==> config.mk <==
export PLATFORM = sky130hd
export DESIGN_NAME = sync_fifo_gen2
export DESIGN_NICKNAME = d
export VERILOG_FILES = /design/src/rtl/sync_fifo_gen2.sv
export SDC_FILE = /design/constraint.sdc
export NUM_CORES = 1
export LEC_CHECK = 0
export ABC_CLOCK_PERIOD_IN_PS = 2800
export CAP_MARGIN = 20
export CORE_ASPECT_RATIO = 0.8
export CORE_UTILIZATION = 53
export CTS_CLUSTER_DIAMETER = 100
export DETAILED_ROUTE_END_ITERATION = 10
export PLACE_DENSITY = 0.75
export SLEW_MARGIN = 20
export SYNTH_ARGS = -nofsm -noshare
export SYNTH_HDL_FRONTEND = slang
export SYNTH_SLANG_ARGS = --single-unit
==> constraint.sdc <==
create_clock -name clk -period 2.8 [get_ports clk]
set_input_delay 0.56 -clock clk [delete_from_list [all_inputs] [get_ports clk]]
set_output_delay 0.56 -clock clk [all_outputs]
set_load 0.01 [all_outputs]
==> src/rtl/sync_fifo_gen2.sv <==
// sync_fifo_gen2
// Single-clock FIFO with occupancy flags and sticky error flags. It has two read modes:
//   FWFT=0 : registered read. rd_data loads on the accepting edge, and rd_valid
//            pulses for one cycle.
//   FWFT=1 : first-word-fall-through. The head word is always visible while the
//            FIFO is non-empty, and rd_en pops it.
//
// Parameters
//   WIDTH      data word width (1..32)
//   DEPTH      number of entries, power of two (2..256)
//   AFULL_THR  almost_full  when count >= AFULL_THR
//   AEMPTY_THR almost_empty when count <= AEMPTY_THR
//   FWFT       read mode select
//
// Ports
//   clk, rst                   clock, asynchronous active-high reset
//   wr_en, wr_data             write request and word
//   rd_en                      read request / pop
//   clr_err                    clears overflow/underflow (a new error on the same edge wins)
//   rd_data, rd_valid          read word and its qualifier
//   full, empty                occupancy flags from the registered count
//   almost_full, almost_empty  threshold flags from the registered count
//   count                      stored entries, 0..DEPTH
//   overflow, underflow        sticky error flags
module sync_fifo_gen2 #(
    parameter int WIDTH      = 8,
    parameter int DEPTH      = 16,
    parameter int AFULL_THR  = DEPTH - 2,
    parameter int AEMPTY_THR = 2,
    parameter int FWFT       = 0
) (
    input  logic                     clk,
    input  logic                     rst,
    input  logic                     wr_en,
    input  logic [WIDTH-1:0]         wr_data,
    input  logic                     rd_en,
    input  logic                     clr_err,
    output logic [WIDTH-1:0]         rd_data,
    output logic                     rd_valid,
    output logic                     full,
    output logic                     empty,
    output logic                     almost_full,
    output logic                     almost_empty,
    output logic [$clog2(DEPTH):0]   count,
    output logic                     overflow,
    output logic                     underflow
);

    localparam int AW = $clog2(DEPTH);
    localparam int CW = AW + 1;

    logic [WIDTH-1:0] mem [DEPTH];
    logic [AW-1:0]    wr_ptr;
    logic [AW-1:0]    rd_ptr;
    logic [CW-1:0]    cnt;
    logic             ovf_q;
    logic             udf_q;

    logic             full_w;
    logic             empty_w;
    logic             wr_acc;
    logic             rd_acc;

    // The flags come only from the registered count. A simultaneous read
    // therefore never makes room for a write in the same cycle, and a
    // simultaneous write never feeds a read in the same cycle.
    assign full_w  = (cnt == CW'(DEPTH));
    assign empty_w = (cnt == '0);
    assign wr_acc  = wr_en & ~full_w;
    assign rd_acc  = rd_en & ~empty_w;

    // Storage has no reset. Entries are invalidated by resetting the pointers
    // and the count.
    always_ff @(posedge clk) begin
        if (wr_acc) begin
            mem[wr_ptr] <= wr_data;
        end
    end

    // Pointers wrap naturally because DEPTH is a power of two.
    always_ff @(posedge clk or posedge rst) begin
        if (rst) begin
            wr_ptr <= '0;
            rd_ptr <= '0;
            cnt    <= '0;
            ovf_q  <= 1'b0;
            udf_q  <= 1'b0;
        end else begin
            if (wr_acc) begin
                wr_ptr <= wr_ptr + AW'(1);
            end
            if (rd_acc) begin
                rd_ptr <= rd_ptr + AW'(1);
            end
            case ({wr_acc, rd_acc})
                2'b10:   cnt <= cnt + CW'(1);
                2'b01:   cnt <= cnt - CW'(1);
                default: cnt <= cnt;
            endcase
            // A clear drops the old state, but an error on the same edge still sets the flag.
            ovf_q <= (ovf_q & ~clr_err) | (wr_en & full_w);
            udf_q <= (udf_q & ~clr_err) | (rd_en & empty_w);
        end
    end

    if (FWFT != 0) begin : g_fwft
        // Head word is read combinationally. A word written into an empty FIFO
        // is visible one cycle after its write edge, once the count has gone to 1.
        assign rd_data  = empty_w ? '0 : mem[rd_ptr];
        assign rd_valid = ~empty_w;
    end else begin : g_reg
        logic [WIDTH-1:0] rd_data_p1;
        logic             vld_p1;

        // ---- read stage: head word captured on the accepting edge ----
        always_ff @(posedge clk or posedge rst) begin
            if (rst) begin
                rd_data_p1 <= '0;
                vld_p1     <= 1'b0;
            end else begin
                vld_p1 <= rd_acc;
                if (rd_acc) begin
                    rd_data_p1 <= mem[rd_ptr];
                end
            end
        end

        assign rd_data  = rd_data_p1;
        assign rd_valid = vld_p1;
    end

    assign full         = full_w;
    assign empty        = empty_w;
    assign almost_full  = (int'(cnt) >= AFULL_THR);
    assign almost_empty = (int'(cnt) <= AEMPTY_THR);
    assign count        = cnt;
    assign overflow     = ovf_q;
    assign underflow    = udf_q;

endmodule

==> summary.txt, run 1 <==
LOGIC SYNTHESIS
------------------------------------------------------------------------------------------
Synth Cell Area                                                                   6150 µm²
Synth Warn #                                                                             0
Sequential fraction of the synthesis area                                           0.7227
Yosys top cell by area                                                        sky130_fd_sc_hd__edfxtp_1
Most instantiated flip-flop cell in the synthesis netlist                     sky130_fd_sc_hd__edfxtp_1
Cells after Synth                                                                      334
Flip-flop and latch count after synthesis                                              152
Post-synth ARST share                                                               0.1579
Number of distinct library cells after synthesis                                        42
Synth top area cells                                                          sky130_fd_sc_hd__edfxtp_1 63%, sky130_fd_sc_hd__mux4_2 12%, sky130_fd_sc_hd__dfrtp_1 9.8%, sky130_fd_sc_hd__mux2i_1 2.6%, sky130_fd_sc_hd__ha_1 1.8%
Avg Cell Area, Syn                                                               18.41 µm²
Net count after synthesis                                                              356
Area share of the largest cell type after synthesis                                 0.6250
Top post-synthesis cells by count                                             128 x sky130_fd_sc_hd__edfxtp_1, 32 x sky130_fd_sc_hd__mux4_2, 24 x sky130_fd_sc_hd__dfrtp_1, 24 x sky130_fd_sc_hd__nand2_1, 18 x sky130_fd_sc_hd__nor2_1
Number of synthesized flops with an enable pin                                         128
Count leader, synth                                                           sky130_fd_sc_hd__edfxtp_1

STA
------------------------------------------------------------------------------------------
Final Hold Vio Count                                                                     0
Clock tree skew after final layout                                                11.99 ps
Normalized max-slew margin                                                          0.6158
Count of pins over their slew limit                                                      0
Setup violators final                                                                    0
Period utilisation layout                                                           0.9510
Maximum frequency from static timing analysis                                    375.6 MHz
Minimum clock period after layout                                                  2663 ps
Worst Max-Slew Pin Slew                                                           576.4 ps
Worst hold margin                                                                 498.7 ps

CELLS AND AREA
------------------------------------------------------------------------------------------
Number of nets in the finished design                                                  418
Core utilization of the finished layout                                             0.6706
Ratio of cells with drive above 1 in the final layout                               0.2469
FILL cells                                                                             727
Diodes inserted                                                                          0
Layout-stage area growth over the synthesis result                                  20.61%

GLOBAL ROUTE
------------------------------------------------------------------------------------------
Global-route wire length before repair                                           19,520 µm
GR Util All Layers                                                                  0.2306
Via count of the first global-routing pass                                           3,457
Final global-route overflow total                                                        0
Number of antenna violations at the first check in global routing                        0
Pin count of the biggest net entering global routing                                    35

PLACED DESIGN
------------------------------------------------------------------------------------------
Placer Congestion                                                                   0.7751
Number of port buffers                                                                  32
DPL Wire Length                                                                    7684 µm

CLOCK TREE
------------------------------------------------------------------------------------------
Clk sink count                                                                         152
Clock root buffer                                                             sky130_fd_sc_hd__clkbuf_16
Worst-case clock buffer depth                                                            2
Skew-Pair Late Insertion Delay                                                      430 ps
Hold-fix buffers at CTS                                                                  0
Clock edge transition at the registers on the reported setup and hold paths          70 ps
CTS tree                                                                              done
Number of buffers created by CTS                                                        17
Level count of the clock H-tree                                                          4

DRT
------------------------------------------------------------------------------------------
Post-route DRC                                                                           0
Vias per std cell                                                                    6.009
First drt pass iteration count                                                           4
Starting DRT DRC Count                                                                 300
Antenna-violating nets left                                                              0
Total Wirelength                                                                 12,150 µm
Vias                                                                                 3,323
DR WL/cell                                                                        21.97 µm

CRITICAL PATH
------------------------------------------------------------------------------------------
Type of destination of the critical path                                      primary output
CP Data Arrival Time                                                               2100 ps
Critical path start-end classification                                             reg2out
Critical Path Start Type                                                          register
Critical Path RT                                                                   2240 ps
Highest net fanout along the worst path                                                  3

FLOORPLAN
------------------------------------------------------------------------------------------
Die width                                                                         122.4 µm
Die Y                                                                             98.35 µm
Top-Level Pins                                                                          33
Core region area                                                                11,060 µm²
Starting Density                                                                    0.5560
Die Footprint                                                                   12,040 µm²
Cell Rows                                                                               34

POWER
------------------------------------------------------------------------------------------
Worst vdd rail ir drop                                                            627.1 µV
Total leakage power                                                               2.610 nW
Power per Cell Area                                                            1031 nW/µm²

OUTCOME
------------------------------------------------------------------------------------------
Status                                                                        finished clean

MIN PATH
------------------------------------------------------------------------------------------
Min-Delay Path Class                                                              in2async

JOB
------------------------------------------------------------------------------------------
Max-Cap Viols                                                                            0

==> per-layer routing <==
layer,vias up,part of all wire,track usage
li1,1442,-,-
met1,1753,0.44,0.3115
met2,112,0.49,0.3574
met3,16,0.058,0.07769
met4,0,0.011,0.06848
met5,-,0,0
==> logic make-up after synthesis <==
| family | after synthesis | share of synthesized area |
|---|---|---|
| AOI/OAI and AO/OA | 25 | 0.03174 |
| xor gates and xnor gates | 9 | 0.01282 |
| adders and majority gates | 9 | 0.01831 |
| buffers and inverters | 27 | 0.02136 |
| DFF | 152 | 0.7227 |
| muxes | 49 | 0.1451 |
| and+or+nand+nor | 63 | 0.04802 |
==> through the flow <==
step / total power [mW] / cells / TNS (ps) / worst slack (ps) / area, µm²
floorplan: 4.510 / 334 / 0 / 3.816 / 6153
global placement: 5.223 / 520 / 0 / 121.7 / 6780
detailed placement: 5.299 / 520 / -82.18 / -82.18 / 6780
CTS: 7.687 / 552 / 0 / 34.10 / 7398
global route: 8.000 / 553 / -4.747 / -4.747 / 7417
finish: 7.649 / 553 / 0 / 137.2 / 7417
==> where the power goes <==
| part | total, mW | internal (mW) | switching (mW) | leakage, nW |
|---|---|---|---|---|
| Clock | 2.37 | 1.42 | 0.945 | 0.296 |
| Combinational | 2.22 | 1.12 | 1.10 | 0.868 |
| Sequential | 3.06 | 2.81 | 0.257 | 1.45 |
| Total | 7.65 | 5.35 | 2.30 | 2.61 |
==> placed cells by master (no fill, tap or decap), types with 2 or more instances in the layout <==
| cell type | n |
|---|---|
| sky130_fd_sc_hd__edfxtp_1 | 128 |
| sky130_fd_sc_hd__mux4_2 | 32 |
| sky130_fd_sc_hd__clkdlybuf4s50_1 | 32 |
| sky130_fd_sc_hd__buf_4 | 29 |
| sky130_fd_sc_hd__nand2_1 | 24 |
| sky130_fd_sc_hd__dfrtp_1 | 23 |
| sky130_fd_sc_hd__nor2_1 | 18 |
| sky130_fd_sc_hd__clkbuf_16 | 17 |
| sky130_fd_sc_hd__mux2i_1 | 16 |
| sky130_fd_sc_hd__ha_1 | 9 |
| sky130_fd_sc_hd__o221ai_1 | 8 |
| sky130_fd_sc_hd__inv_1 | 7 |
| sky130_fd_sc_hd__xnor2_1 | 6 |
| sky130_fd_sc_hd__nor3_1 | 4 |
| sky130_fd_sc_hd__clkinv_4 | 4 |
| sky130_fd_sc_hd__xor2_1 | 3 |
| sky130_fd_sc_hd__nand2b_1 | 3 |
| sky130_fd_sc_hd__nor2b_1 | 3 |
| sky130_fd_sc_hd__a21oi_1 | 3 |
| sky130_fd_sc_hd__bufinv_16 | 3 |
| sky130_fd_sc_hd__inv_6 | 3 |
| sky130_fd_sc_hd__o21ai_0 | 2 |
| sky130_fd_sc_hd__a22o_1 | 2 |
| sky130_fd_sc_hd__nand3_1 | 2 |
| sky130_fd_sc_hd__nand4_1 | 2 |
| sky130_fd_sc_hd__clkinvlp_4 | 2 |
| sky130_fd_sc_hd__inv_8 | 2 |
==> worst max-delay path, stage by stage (launching register included) <==
cell and delay [ps]:
sky130_fd_sc_hd__dfrtp_1 390, sky130_fd_sc_hd__or4_4 570, sky130_fd_sc_hd__nor2_1 170, sky130_fd_sc_hd__clkdlybuf4s50_1 560
==> sequential cells by signal, indices dropped and copies added (netlist names) <==
name,count
rd_valid,1
rd_data,8
mem,128
count,5
underflow,1
wr_ptr,4
overflow,1
rd_ptr,4
==> worst paths after layout <==
| path | start | endpoint | slack, ps | depth (start not counted) |
|---|---|---|---|---|
| worst max-delay path | count[1] | full | 140 | 3 |
| worst min-delay path | rst | rd_data[2] | 500 | 3 |
| worst max register to register | count[1] | count[4] | 150 | 10 |
| worst min register to register | rd_data[0] | rd_data[0] | 500 | 2 |
| max in group asynchronous | rst | rd_ptr[2] | 2030 | 3 |
| min in group clk | rd_data[0] | rd_data[0] | 500 | 2 |
==> layout make-up <==
cell class / count / area, µm² / share of cell area
Clock buffer: 17 / 425.4 / 0.05735
Clock inverter: 15 / 192.7 / 0.02598
Inverter: 8 / 30.03 / 0.004049
Multi-Input combinational cell: 155 / 1585 / 0.2137
Sequential cell: 152 / 4446 / 0.5994
Tap cell: 144 / 180.2 / 0.02429
Timing Repair Buffer: 62 / 558.0 / 0.07524
==> what timing repair did <==
action / 4_1_cts / 5_1_grt
setup buffers: 0 / 1
gates resized for setup: 0 / 4
endpoints found under the setup margin: 0 / 1
Power figures use the tool's default switching activity.
==> run 2: changes to the inputs <==
- CORE_UTILIZATION: 53 -> 54
- DONT_BUFFER_PORTS: unset -> 1
- PLACE_DENSITY: 0.75 -> 0.72
- SLEW_MARGIN: 20 -> unset
==> run 2 against run 1 <==
Effect of this change:
- global-route usage decreased by 1.2 points
- wire length decreased by 3.9%
- utilization decreased by 3.9 points
- via count decreased by 8.6%
- register-to-register slack got worse by 30 ps
- flip-flop and latch count unchanged
- largest cell class unchanged
- worst setup slack got worse by 14 ps
- critical path type is now reg2reg
- highest routed layer unchanged
- combinational power decreased by 9.0%
- count of clock-buffer cells in the layout increased by 7
==> summary.txt, run 2 (same netlist as run 1, synthesis figures left out) <==
CELLS AND AREA
------------------------------------------------------------------------------------------
Combined flip-flop and latch cell area                                            4446 µm²
Multi-input logic area                                                            1610 µm²
Count of placed standard cells in the final layout, fillers left out                   510
Core utilization of the finished layout                                             0.6316
Number of flip-flops in the largest register                                           128
Layout-stage area growth over the synthesis result                                  12.72%
FILL cells                                                                             740
Register bank with the most flops                                                      mem
Number of nets in the finished design                                                  377
Most frequent standard cell in the layout excluding fill and tap cells        sky130_fd_sc_hd__edfxtp_1
Diodes inserted                                                                          0
Ratio of cells with drive above 1 in the final layout                               0.2295
Commonest cells after routing, fill and taps aside                            128 x sky130_fd_sc_hd__edfxtp_1, 32 x sky130_fd_sc_hd__mux4_2, 24 x sky130_fd_sc_hd__nand2_1, 23 x sky130_fd_sc_hd__dfrtp_1, 19 x sky130_fd_sc_hd__buf_4

CLOCK TREE
------------------------------------------------------------------------------------------
Clk sink count                                                                         152
Number of buffers created by CTS                                                        17
Skew-Pair Late Insertion Delay                                                      410 ps
Worst-case clock buffer depth                                                            2
Level count of the clock H-tree                                                          4
Clock edge transition at the registers on the reported setup and hold paths          60 ps
Clock root buffer                                                             sky130_fd_sc_hd__clkbuf_16
CTS tree                                                                              done

POWER
------------------------------------------------------------------------------------------
Power per Cell Area                                                            1006 nW/µm²
Total leakage power                                                               2.386 nW
Worst vdd rail ir drop                                                            618.3 µV
Total power draw                                                                  6.975 mW

FLOORPLAN
------------------------------------------------------------------------------------------
Cell Rows                                                                               34
Die Y                                                                             97.45 µm
Core region area                                                                10,980 µm²
Die width                                                                         121.3 µm
Starting Density                                                                    0.5603
Die Footprint                                                                   11,820 µm²
Top-Level Pins                                                                          33

PLACED DESIGN
------------------------------------------------------------------------------------------
Placer Congestion                                                                   0.8249
DP Cell Count                                                                          479
Post-placement setup slack                                                        112.2 ps
DPL Wire Length                                                                    7347 µm
Number of port buffers                                                                   0

DRT
------------------------------------------------------------------------------------------
Length of routed met2 wiring                                                       5507 µm
Vias                                                                                 3,037
Total Wirelength                                                                 11,670 µm
Met1 Wirelength                                                                    5112 µm
Starting DRT DRC Count                                                                 370
First drt pass iteration count                                                           4
Vias per std cell                                                                    5.955
Met3 routed wirelength                                                              957 µm
DR WL/cell                                                                        22.88 µm
Antenna-violating nets left                                                              0
Post-route DRC                                                                           0
Highest metal layer with signal wires                                                 met4

STA
------------------------------------------------------------------------------------------
Final TNS setup                                                                       0 ps
Normalized max-slew margin                                                          0.4019
Final Hold Vio Count                                                                     0
Period utilisation layout                                                           0.9560
Post-route setup slack                                                            123.1 ps
Setup violators final                                                                    0
Unrepaired setup endpoints after global routing                                         no
Clock tree skew after final layout                                                9.298 ps
Worst Max-Slew Pin Slew                                                           874.5 ps
Maximum frequency from static timing analysis                                    373.6 MHz
Minimum clock period after layout                                                  2677 ps
Count of pins over their slew limit                                                      0

CRITICAL PATH
------------------------------------------------------------------------------------------
CP Data Arrival Time                                                               2990 ps
Critical Path Start Type                                                          register
Type of destination of the critical path                                          register
Critical Path RT                                                                   3120 ps
Highest net fanout along the worst path                                                  8
Critical path start-end classification                                             reg2reg

GLOBAL ROUTE
------------------------------------------------------------------------------------------
Global-route wire length before repair                                           17,870 µm
Pin count of the biggest net entering global routing                                    35
Via count of the first global-routing pass                                           3,150
Final global-route overflow total                                                        0
Number of antenna violations at the first check in global routing                        0
GR Util All Layers                                                                  0.2184

OUTCOME
------------------------------------------------------------------------------------------
Status                                                                        finished clean

MIN PATH
------------------------------------------------------------------------------------------
Min-Delay Path Class                                                              in2async

JOB
------------------------------------------------------------------------------------------
Max-Cap Viols                                                                            0

==> run 2: cell count changes in the layout (fill, tap and decap cells not counted), moves of 2 or more <==
cell	delta
sky130_fd_sc_hd__clkdlybuf4s50_1	-32
sky130_fd_sc_hd__buf_4	-10
sky130_fd_sc_hd__clkbuf_1	+7
sky130_fd_sc_hd__clkinv_4	-4
sky130_fd_sc_hd__bufinv_16	-3
sky130_fd_sc_hd__inv_6	-3
sky130_fd_sc_hd__clkinv_1	+2
sky130_fd_sc_hd__clkinv_2	+2
sky130_fd_sc_hd__ha_1	-2
sky130_fd_sc_hd__inv_8	-2
==> run 2: timing repair <==
action                                  CTS  global route
hold buffers                              0             0
endpoints found under the setup margin    0             1
setup buffers                             0             1
gates resized for setup                   0             8
==> run 2: through the flow <==
| step | hold slack, ps | cell area (µm²) |
|---|---|---|
| CTS | 227.2 | 6885 |
| finish | 239.0 | 6932 |
| global placement | 519.1 | 6405 |
| detailed placement | 527.7 | 6405 |
| global route | 217.2 | 6932 |
| floorplan | 498.8 | 6153 |
==> run 2: final timing paths <==
kind                                 start   endpoint  slack [ps]  cells past startpoint
worst max-delay path              count[2]   count[4]         120                     10
max in group asynchronous              rst  rd_ptr[2]        1950                      1
worst min-delay path                   rst  rd_ptr[1]         240                      1
min in group clk                wr_data[2]  mem[7][2]         240                      0
worst min register to register   rd_ptr[0]  rd_ptr[0]         550                      2
worst max register to register    count[2]   count[4]         120                     10
==> run 2: worst max-delay path: stages (launching register included) <==
cell and delay [ps]:
sky130_fd_sc_hd__dfrtp_1 390, sky130_fd_sc_hd__or4_4 580, sky130_fd_sc_hd__o21ai_4 180, sky130_fd_sc_hd__inv_4 80
sky130_fd_sc_hd__ha_2 190, sky130_fd_sc_hd__xor2_1 140, sky130_fd_sc_hd__ha_1 210, sky130_fd_sc_hd__o211a_1 260
sky130_fd_sc_hd__o21ai_1 180, sky130_fd_sc_hd__o41ai_2 110, sky130_fd_sc_hd__nor4b_2 280
==> run 2: cell type report <==
type,instances,share of cell area
multi-input cells,155,0.2323
inverters,8,0.004693
clock inverters,6,0.004152
clock buffers,24,0.06516
repair buffers,21,0.02635
flip-flops and latches,152,0.6413
well taps,144,0.02599
==> run 2: report_power, final <==
group	switching [mW]	total [mW]	leakage, nW	internal [mW]
logic	1.09	2.02	0.709	0.931
clock network	0.796	1.90	0.230	1.11
registers	0.238	3.05	1.45	2.81
==> run 2: routing by layer <==
layer | track usage | vias to the layer above
met5 | 0 | -
met4 | 0.06553 | 0
met3 | 0.06631 | 9
met1 | 0.3135 | 1557
li1 | - | 1358
met2 | 0.3243 | 113
